`src/rtl/sram_like_arbiter.sv`:
```
// Two-port SRAM-like request arbiter: data side wins, a stalled request
// holds the grant, and an order FIFO routes returns back to their source.
module sram_like_arbiter #(
  parameter int DEPTH = 4
) (
  input  logic        clk,
  input  logic        resetn,
  input  logic        inst_req,
  input  logic        inst_wr,
  input  logic [1:0]  inst_size,
  input  logic [3:0]  inst_wstrb,
  input  logic [31:0] inst_addr,
  input  logic [31:0] inst_wdata,
  output logic        inst_addr_ok,
  output logic        inst_data_ok,
  output logic [31:0] inst_rdata,
  input  logic        data_req,
  input  logic        data_wr,
  input  logic [1:0]  data_size,
  input  logic [3:0]  data_wstrb,
  input  logic [31:0] data_addr,
  input  logic [31:0] data_wdata,
  output logic        data_addr_ok,
  output logic        data_data_ok,
  output logic [31:0] data_rdata,
  output logic        m_req,
  output logic        m_wr,
  output logic [1:0]  m_size,
  output logic [3:0]  m_wstrb,
  output logic [31:0] m_addr,
  output logic [31:0] m_wdata,
  input  logic        m_addr_ok,
  input  logic        m_data_ok,
  input  logic [31:0] m_rdata,
  output logic [3:0]  outstanding,
  output logic        proto_err
);

  localparam int PW = (DEPTH > 1) ? $clog2(DEPTH) : 1;

  typedef enum logic [1:0] {
    GNT_NONE,
    GNT_INST,
    GNT_DATA
  } gnt_t;

  gnt_t           gnt;
  logic           lock;
  logic           lock_owner;
  logic [DEPTH-1:0] fifo;
  logic [PW-1:0]  rd_ptr;
  logic [PW-1:0]  wr_ptr;
  logic [3:0]     count;
  logic           full;
  logic           empty;
  logic           push;
  logic           pop;
  logic           head_id;

  assign full    = (count == 4'(DEPTH));
  assign empty   = (count == 4'd0);
  assign head_id = fifo[rd_ptr];

  // Gating with resetn keeps every strobe low while reset is asserted.
  always_comb begin
    gnt = GNT_NONE;
    priority case (1'b1)
      !resetn:  gnt = GNT_NONE;
      lock:     gnt = lock_owner ? GNT_DATA : GNT_INST;
      full:     gnt = GNT_NONE;
      data_req: gnt = GNT_DATA;
      inst_req: gnt = GNT_INST;
      default:  gnt = GNT_NONE;
    endcase
  end

  always_comb begin
    m_req        = 1'b0;
    m_wr         = 1'b0;
    m_size       = 2'd0;
    m_wstrb      = 4'd0;
    m_addr       = 32'd0;
    m_wdata      = 32'd0;
    inst_addr_ok = 1'b0;
    data_addr_ok = 1'b0;
    unique case (gnt)
      GNT_INST: begin
        m_req        = inst_req;
        m_wr         = inst_wr;
        m_size       = inst_size;
        m_wstrb      = inst_wstrb;
        m_addr       = inst_addr;
        m_wdata      = inst_wdata;
        inst_addr_ok = m_addr_ok;
      end
      GNT_DATA: begin
        m_req        = data_req;
        m_wr         = data_wr;
        m_size       = data_size;
        m_wstrb      = data_wstrb;
        m_addr       = data_addr;
        m_wdata      = data_wdata;
        data_addr_ok = m_addr_ok;
      end
      default: ;
    endcase
  end

  assign push = m_req & m_addr_ok;
  assign pop  = resetn & m_data_ok & ~empty;

  assign inst_data_ok = pop & ~head_id;
  assign data_data_ok = pop & head_id;
  assign inst_rdata   = m_rdata;
  assign data_rdata   = m_rdata;
  assign outstanding  = count;

  always_ff @(posedge clk or negedge resetn) begin
    if (!resetn) begin
      lock       <= 1'b0;
      lock_owner <= 1'b0;
    end else if (m_req && !m_addr_ok) begin
      lock       <= 1'b1;
      lock_owner <= (gnt == GNT_DATA);
    end else if (m_req && m_addr_ok) begin
      lock       <= 1'b0;
    end
  end

  always_ff @(posedge clk or negedge resetn) begin
    if (!resetn) begin
      fifo   <= '0;
      wr_ptr <= '0;
      rd_ptr <= '0;
      count  <= 4'd0;
    end else begin
      if (push) begin
        fifo[wr_ptr] <= (gnt == GNT_DATA);
        wr_ptr <= (wr_ptr == PW'(DEPTH - 1)) ? '0 : wr_ptr + 1'b1;
      end
      if (pop) begin
        rd_ptr <= (rd_ptr == PW'(DEPTH - 1)) ? '0 : rd_ptr + 1'b1;
      end
      unique case ({push, pop})
        2'b10:   count <= count + 4'd1;
        2'b01:   count <= count - 4'd1;
        default: count <= count;
      endcase
    end
  end

  // Empty is judged on the registered count, before any same-cycle push.
  always_ff @(posedge clk or negedge resetn) begin
    if (!resetn) begin
      proto_err <= 1'b0;
    end else if (m_data_ok && empty) begin
      proto_err <= 1'b1;
    end
  end

endmodule

```
`config.mk`:
```
export PLATFORM = sky130hd
export DESIGN_NAME = sram_like_arbiter
export DESIGN_NICKNAME = d
export VERILOG_FILES = /design/src/rtl/sram_like_arbiter.sv
export SDC_FILE = /design/constraint.sdc
export NUM_CORES = 1
export LEC_CHECK = 0
export BUFFER_PORTS_ARGS = -buffer_cell sky130_fd_sc_hd__buf_2
export CAP_MARGIN = 30
export CORE_AREA = 2 2 125 127
export CTS_CLUSTER_DIAMETER = 60
export DETAILED_ROUTE_END_ITERATION = 10
export DIE_AREA = 0 0 127 129
export GPL_ROUTABILITY_DRIVEN = 0
export PLACE_DENSITY = 0.58
export SETUP_SLACK_MARGIN = 0.05
export SYNTH_ARGS = -nofsm -noshare
export SYNTH_HDL_FRONTEND = slang
export SYNTH_SLANG_ARGS = --single-unit
```
`constraint.sdc`:
```
create_clock -name clk -period 3.38 [get_ports clk]
set_clock_uncertainty 0.1 [all_clocks]
set_input_delay 0.507 -clock clk [delete_from_list [all_inputs] [get_ports clk]]
set_output_delay 0.507 -clock clk [all_outputs]
set_load 0.1 [all_outputs]
```
==> results.md, run 1 <==
* Gr ovfl total at 0
* Worst path arrival time at between 2 and 3 ns
* WP buf/inv at 3
* Fin. Hold Viols at 0
* FMAX at 0.312 GHz
* Post-CTS Hold Fix Bufs at 0
* H-tree depth at 1
* Clock root buffer: clkbuf_16
* Share of Yosys cell area claimed by the top area cell type at between 20% and 30%
* Dpl ws at roughly 0.28 ns
* Final min period at 3.20 ns
* Routed WL at about 10000 um
* Wire length per cell at about 15 um
* Hold Slack at 0.170 ns
* Post-route ant nets at 0
* Crit-path most repeated cell: buf_12
* Core area at 15000 sq um
* Reg2Reg Capture Point: outstanding[2]$_DFFE_PN0P_
* Final setup fails at 0
* Worst setup path startpoint: outstanding[0]$_DFFE_PN0P_
* Commonest cells after routing, fill and taps aside: 155 x buf_2, 74 x buf_12, 71 x a22oi_1
* Final instance area at 4800 sq um
* Largest net degree at the start of global routing at roughly 80
* Crit Path Category: reg2out
* FF-to-FF Start: outstanding[0]$_DFFE_PN0P_
* Crit. End Element: output port
* Via count at roughly 2800
* CP startpoint kind: flop
* Cells along the critical path: nor3_2, a21oi_1, and3b_1, o21a_1, ha_4, buf_12, clkbuf_16, nor2_4, buf_12
* Commonest non-fill, non-tap cell in the layout: buf_2
* Max stage delay cell, worst path: dfrtp_4
* Die Wd at around 130 um
* Max Slew Vio Count at 0
* Setup_tns at 0 ns
* # IOs at approximately 330
* # rows at 45
* Vias per cell at approximately 4.2
* CTS Buffer Depth at 2
* First-pass GRT wire length at about 14000 um
* Mapped Area at between 2000 and 2500 sq um
* Worst-skew pair later-pin latency at about 0.25 ns
* Residual DRC at 0
* Max IR drop VDD at between 400 and 500 uV
* Flop2flop setup slack at roughly 0.31 ns
* Area grow syn2layout at 105%
* Leakage power at around 2.0 nW
* Library cells used by synthesis at 35
* RSZ-0062 raised after global routing: no
* Worst hold path type: in2async
* Yosys top cell by area: a22oi_1
* GRT Total Usage at a little over a tenth
* Syn Inst Count at 315
* Fin worst setup slack at about 0.18 ns
* Required @ worst endpoint at between 2 and 3 ns
* Share of post-route cells with drive strength above 1 at a little over 70%
* CP max FO at 33
* Tcrit/Tclk final at a little over nine tenths
* CTS tree: done
* Sequential area share after synthesis at roughly 16%
* Flops & latches, synth at 15
* Net Count, Synth at approximately 510
* Number of port buffers at between 200 and 250
* Pwr Density at just under 900 nW/um^2
* Chip height at about 130 um
* Post-DP HPWL at just under 8000 um
* Final #Nets at ~660
* R2R depth at 15
* Least-Margin Pin Slew at approximately 0.49 ns
* Initial Util at roughly 16%
* CTS buffer count at 3
* Syn avg cell area at 7.44 sq um
* DRT iter0 DRCs at approximately 130
* Largest cells by area after synthesis: a22oi_1 23%, buf_4 21%, dfrtp_1 16%
* CP delay by family, top: buffers and inverters
* Slew Limit Headroom at 67.3%
* Final core utilization at between 30% and 40%
* Syn. warnings at 0
* CTS Sinks at 15
* # diodes at 0
* CP max stage delay at 0.51 ns
* Initial antenna violation count at 1
* CTS clk-pin slew, worst paths at about 0.050 ns
* First drt pass iteration count at 4
* Max-cap violations at 0
* Vias in the first global route at between 2000 and 2500
* Die area at about 16000 sq um
* Status: finished, final reports clean
* Placed cell areas at between 4000 and 5000 sq um
layer usage:
layer	vias to the layer above	track usage, %	share of wire (%)
met5	-	0	0.081
met4	2	3.23	2.6
met3	32	2.91	8.1
met2	151	17.6	49
met1	1248	13.4	40
li1	1351	-	-
sequential cells by signal (all words and copies together), names as in the netlist:
| register | flops |
|---|---|
| lock | 1 |
| proto_err | 1 |
| wr_ptr | 2 |
| lock_owner | 1 |
| outstanding | 4 |
| fifo | 4 |
| rd_ptr | 2 |
kinds of logic after synthesis:
family	count (synthesis)	synth area share (%)
simple gates	101	18.9
fa+ha+maj	10	5.34
xor+xnor	5	1.87
mux	10	6.25
flops	15	16.0
buf+inv	94	26.1
compound gates	80	25.5
where the power goes:
part	internal [mW]	switching [mW]	total, mW
Combinational	1.20	2.44	3.64
Sequential	0.266	0.0933	0.359
Clock	0.160	0.0735	0.233
Total	1.63	2.60	4.23
how the worst max path moves through the flow:
stage / end / cells past startpoint / slack (ns)
floorplan: m_addr[16] / 8 / -0.22
global placement: outstanding[3]$_DFFE_PN0P_ / 13 / 0.35
detailed placement: outstanding[3]$_DFFE_PN0P_ / 13 / 0.28
CTS: m_wdata[0] / 9 / 0.09
global route: m_addr[18] / 9 / 0.05
finish: m_addr[23] / 9 / 0.18
synthesized netlist by cell type:
cell,count
a22oi_1,71
buf_2,5
inv_1,4
nand2b_1,2
o21a_1,1
nand3_1,1
dfrtp_1,15
nand2_1,6
and3_1,1
nor4_1,1
mux4_2,1
nor2_1,77
a21oi_1,2
o21ai_0,2
xor2_1,3
a22o_1,1
ha_1,10
clkbuf_1,16
nand3b_1,1
buf_6,1
a2111oi_0,1
nor3b_4,1
and3b_1,1
o21bai_1,1
nor3_1,2
a22oi_2,1
buf_1,3
nor3_2,1
nor4b_1,1
mux2_4,6
and2_1,4
buf_4,65
xnor2_1,2
mux2_2,3
nor2b_1,2
area by class of cell:
class,instances,area (sq um)
Sequential cell,15,388
Multi-Input combinational cell,206,1690
Inverter,4,15.0
Timing Repair Buffer,239,2390
Tap cell,188,235
Clock buffer,4,78.8
Fill cell,1577,10200
what timing repair did:
item,CTS,global route
gates resized for setup,0,6
endpoints found under the hold margin,0,0
buffers inserted,0,1
setup endpoints to repair,0,70
stage by stage:
| step | power [mW] | instances |
|---|---|---|
| final | 4.23 | 656 |
| after global routing | 4.44 | 656 |
| after CTS | 4.19 | 653 |
| after detailed placement | 3.95 | 649 |
| after global placement | 3.93 | 649 |
| after floorplan | 3.16 | 315 |
worst register-to-register path: stages, from the launching register on:
cell and delay (ns):
dfrtp_4 0.51, nor3_2 0.21, a21oi_1 0.11, and3b_1 0.18, o21ai_1 0.13, ha_2 0.24
a22oi_2 0.13, nor3b_4 0.22, inv_2 0.08, ha_4 0.18, xor2_1 0.14, ha_1 0.17
a21oi_1 0.16, xor2_1 0.17, nor2_1 0.06, xor2_1 0.15
No activity file was read; power rests on OpenSTA's default activity.
==> run 2: changes to the inputs <==
--- a/config.mk
+++ b/config.mk
@@ -5,6 +5,7 @@
 export SDC_FILE = /design/constraint.sdc
 export NUM_CORES = 1
 export LEC_CHECK = 0
+export ABC_AREA = 1
 export BUFFER_PORTS_ARGS = -buffer_cell sky130_fd_sc_hd__buf_2
 export CAP_MARGIN = 30
 export CORE_AREA = 2 2 125 127
@@ -12,7 +13,7 @@
 export DETAILED_ROUTE_END_ITERATION = 10
 export DIE_AREA = 0 0 127 129
 export GPL_ROUTABILITY_DRIVEN = 0
-export PLACE_DENSITY = 0.58
+export PLACE_DENSITY = 0.59
 export SETUP_SLACK_MARGIN = 0.05
 export SYNTH_ARGS = -nofsm -noshare
 export SYNTH_HDL_FRONTEND = slang
==> run 2 against run 1 <==
Flip-flop and latch count did not move. Fmax rose by 2.1%. Clock power about the same. Worst hold slack got worse by 0.021 ns. Critical path depth rose by 1. Worst setup slack improved by 0.066 ns. Register-to-register slack better by 0.14 ns. Final area grew 1.1%. Synthesized cell count increased by 37%.
==> results.md, run 2 <==
* Mapped Area at 2470 sq um (+5.3%)
* Sequential area share after synthesis at 15.2% (-0.81 points)
* Flops & latches, synth at 15 (unchanged)
* Routed WL at 10300 um (+4.1%)
* Sw Ratio at 64.4% (+2.8 points)
* Max Slew Vio Count at 0 (unchanged)
* Syn Inst Count at 433 (+37%)
* Required @ worst endpoint at 2.77 ns (about the same)
* H-tree depth at 1 (unchanged)
* Pwr Density at 917 nW/um^2 (+3.9%)
* Number of synthesized flops with an enable pin at 0 (unchanged)
* Tcrit/Tclk final at 92.8% (-2.0 points)
* DRT iter0 DRCs at 96 (-24%)
* Final setup fails at 0 (unchanged)
* Die area at 16400 sq um (unchanged)
* Count leader, synth: nand2_1
* Gr ovfl total at 0 (unchanged)
* Placed Instances at 766 (+18%)
* Final min period at 3.14 ns (-0.0663 ns)
* Synth cell count leaders: 175 x nand2_1, 73 x a21oi_1, 66 x buf_4, 25 x inv_1, 16 x clkbuf_1
* Via count at 3111 (+12%)
* Crit Path Category: reg2out
* Reg power frac at 7.5% (-1.0 points)
* Worst hold path type: in2async
* FMAX at 0.319 GHz (+2.1%)
* Die Wd at 127 um (unchanged)
* Commonest non-fill, non-tap cell in the layout: nand2_1
* Slew Limit Headroom at 67.5% (+0.19 points)
* Wire length per cell at 13.4 um (-11%)
* CP startpoint kind: flop
* Post-CTS Hold Fix Bufs at 0 (unchanged)
* Area grow syn2layout at 96.8%
* Worst path arrival time at 2.53 ns (-0.07 ns)
* Post-DP HPWL at 8650 um (+8.8%)
* Leakage power at 2.06 nW (+3.7%)
* Clock power frac at 5.2% (-0.3 points)
* RSZ-0062 raised after global routing: no
* Max-cap violations at 0 (unchanged)
* Vias in the first global route at 2896 (+18%)
* Status: finished, final reports clean
* Dpl ws at 0.301 ns (+0.0168 ns)
* First-pass GRT wire length at 15800 um (+13%)
* Fin. Hold Viols at 0 (unchanged)
* Switch Pwr at 2.86 mW (+10%)
* CTS Sinks at 15 (unchanged)
* Residual DRC at 0 (unchanged)
* Vias per cell at 4.04 (-4.8%)
* CP max FO at 34 (+3.0%)
* CTS tree: done
* Clock root buffer: clkbuf_16
* Gate power share at 87.3% (+1.3 points)
* Number of port buffers at 228 (unchanged)
* Initial Util at 16.5% (+0.84 points)
* Core area at 15000 sq um (unchanged)
* CTS buffer count at 3 (unchanged)
* Fin worst setup slack at 0.243 ns (+0.0663 ns)
* CTS resizes at 0 (unchanged)
* Crit. End Element: output port
* Share of post-route cells with drive strength above 1 at 55.5% (-17 points)
* Commonest cells after routing, fill and taps aside: 175 x nand2_1, 155 x buf_2, 76 x buf_12
* Initial antenna violation count at 0 (-1)
* CTS Buffer Depth at 2 (unchanged)
* Largest cells by area after synthesis: nand2_1 27%, buf_4 20%, dfrtp_1 15%
* # rows at 45 (unchanged)
* Worst-skew pair later-pin latency at 0.25 ns (about the same)
* Syn avg cell area at 5.70 sq um (-23%)
* Hold Slack at 0.149 ns (-0.0214 ns)
* First drt pass iteration count at 4 (unchanged)
* Yosys top cell by area: nand2_1
* Final #Nets at 773 (+17%)
* Max IR drop VDD at 426 uV (-12%)
* Ys async rst share at 100% (unchanged)
* Layout Cells excl Fill at 770 (+17%)
* Final core utilization at 32.4% (+0.37 points)
* CTS clk-pin slew, worst paths at 0.05 ns (about the same)
* # diodes at 0 (unchanged)
* Chip height at 129 um (unchanged)
* GRT Total Usage at 11.9% (+1.3 points)
* # IOs at 325 (unchanged)
* Net Count, Synth at 623 (+23%)
* Post-route ant nets at 0 (unchanged)
* Internal power at 1.59 mW (-2.7%)
* Largest net degree at the start of global routing at 53 (-32%)
* Syn. warnings at 0 (unchanged)
* Share of Yosys cell area claimed by the top area cell type at 26.6% (+3.9 points)
* Least-Margin Pin Slew at 0.491 ns (-0.00284 ns)
* Ys flop type: dfrtp_1
* Postcts setup bufs at 0 (unchanged)
* Library cells used by synthesis at 24 (-31%)
[run 2: logic make-up after synthesis]
family	count (synthesis)	share of synthesized area (%)
and+or+nand+nor	201	32.1
buffers and inverters	117	28.2
AOI/OAI and AO/OA	87	18.3
DFF	15	15.2
adders and majority gates	10	5.07
xor gates and xnor gates	3	1.07
[run 2: worst paths after layout]
check / from / end / slack (ns) / depth (start not counted)
hold / removal: resetn / wr_ptr[1]$_DFFE_PN0P_ / 0.15 / 2
min in group clk: proto_err$_DFFE_PN0P_ / proto_err$_DFFE_PN0P_ / 0.35 / 1
hold reg to reg: proto_err$_DFFE_PN0P_ / proto_err$_DFFE_PN0P_ / 0.35 / 1
setup / recovery: outstanding[1]$_DFFE_PN0P_ / m_addr[7] / 0.24 / 10
setup reg to reg: lock$_DFFE_PN0P_ / outstanding[2]$_DFFE_PN0P_ / 0.45 / 14
max in group asynchronous: resetn / outstanding[1]$_DFFE_PN0P_ / 2.83 / 2
[run 2: per-stage QoR]
step                cell area (sq um)  TNS, ns  total power, mW
global placement                 4770        0             4.25
global route                     4850        0             4.69
detailed placement               4770        0             4.26
floorplan                        2800   -10.70             3.31
finish                           4850        0             4.45
CTS                              4850        0             4.50
[run 2: layout make-up]
| type | instances | area, sq um |
|---|---|---|
| flip-flops and latches | 15 | 379 |
| clock inverters | 1 | 5.00 |
| inverters | 28 | 106 |
| clock buffers | 3 | 75.1 |
| repair buffers | 234 | 2320 |
| fillers | 1614 | 10100 |
| multi-input cells | 301 | 1730 |
| well taps | 188 | 235 |
[run 2: metal layers]
layer	global-route usage [%]	part of all wire, %
met1	15.4	41
met3	1.95	6.5
met4	3.36	2.2
met2	20.5	50
met5	0	0
[run 2: worst max-delay path, stage by stage (launching register included)]
cell,delay (ns)
dfrtp_2,0.44
nor2_1,0.15
nand3_1,0.13
nand2_1,0.09
a21oi_1,0.11
inv_1,0.09
ha_2,0.22
buf_4,0.37
nand2_1,0.23
a21oi_2,0.24
buf_12,0.20
[run 2: power by group through the flow]
stage / logic, mW / clock network, mW / registers (mW)
after global placement: 3.92 / 0 / 0.334
after detailed placement: 3.92 / 0 / 0.336
after global routing: 4.10 / 0.245 / 0.348
final: 3.89 / 0.232 / 0.333
after floorplan: 2.82 / 0 / 0.485
after CTS: 3.93 / 0.236 / 0.334
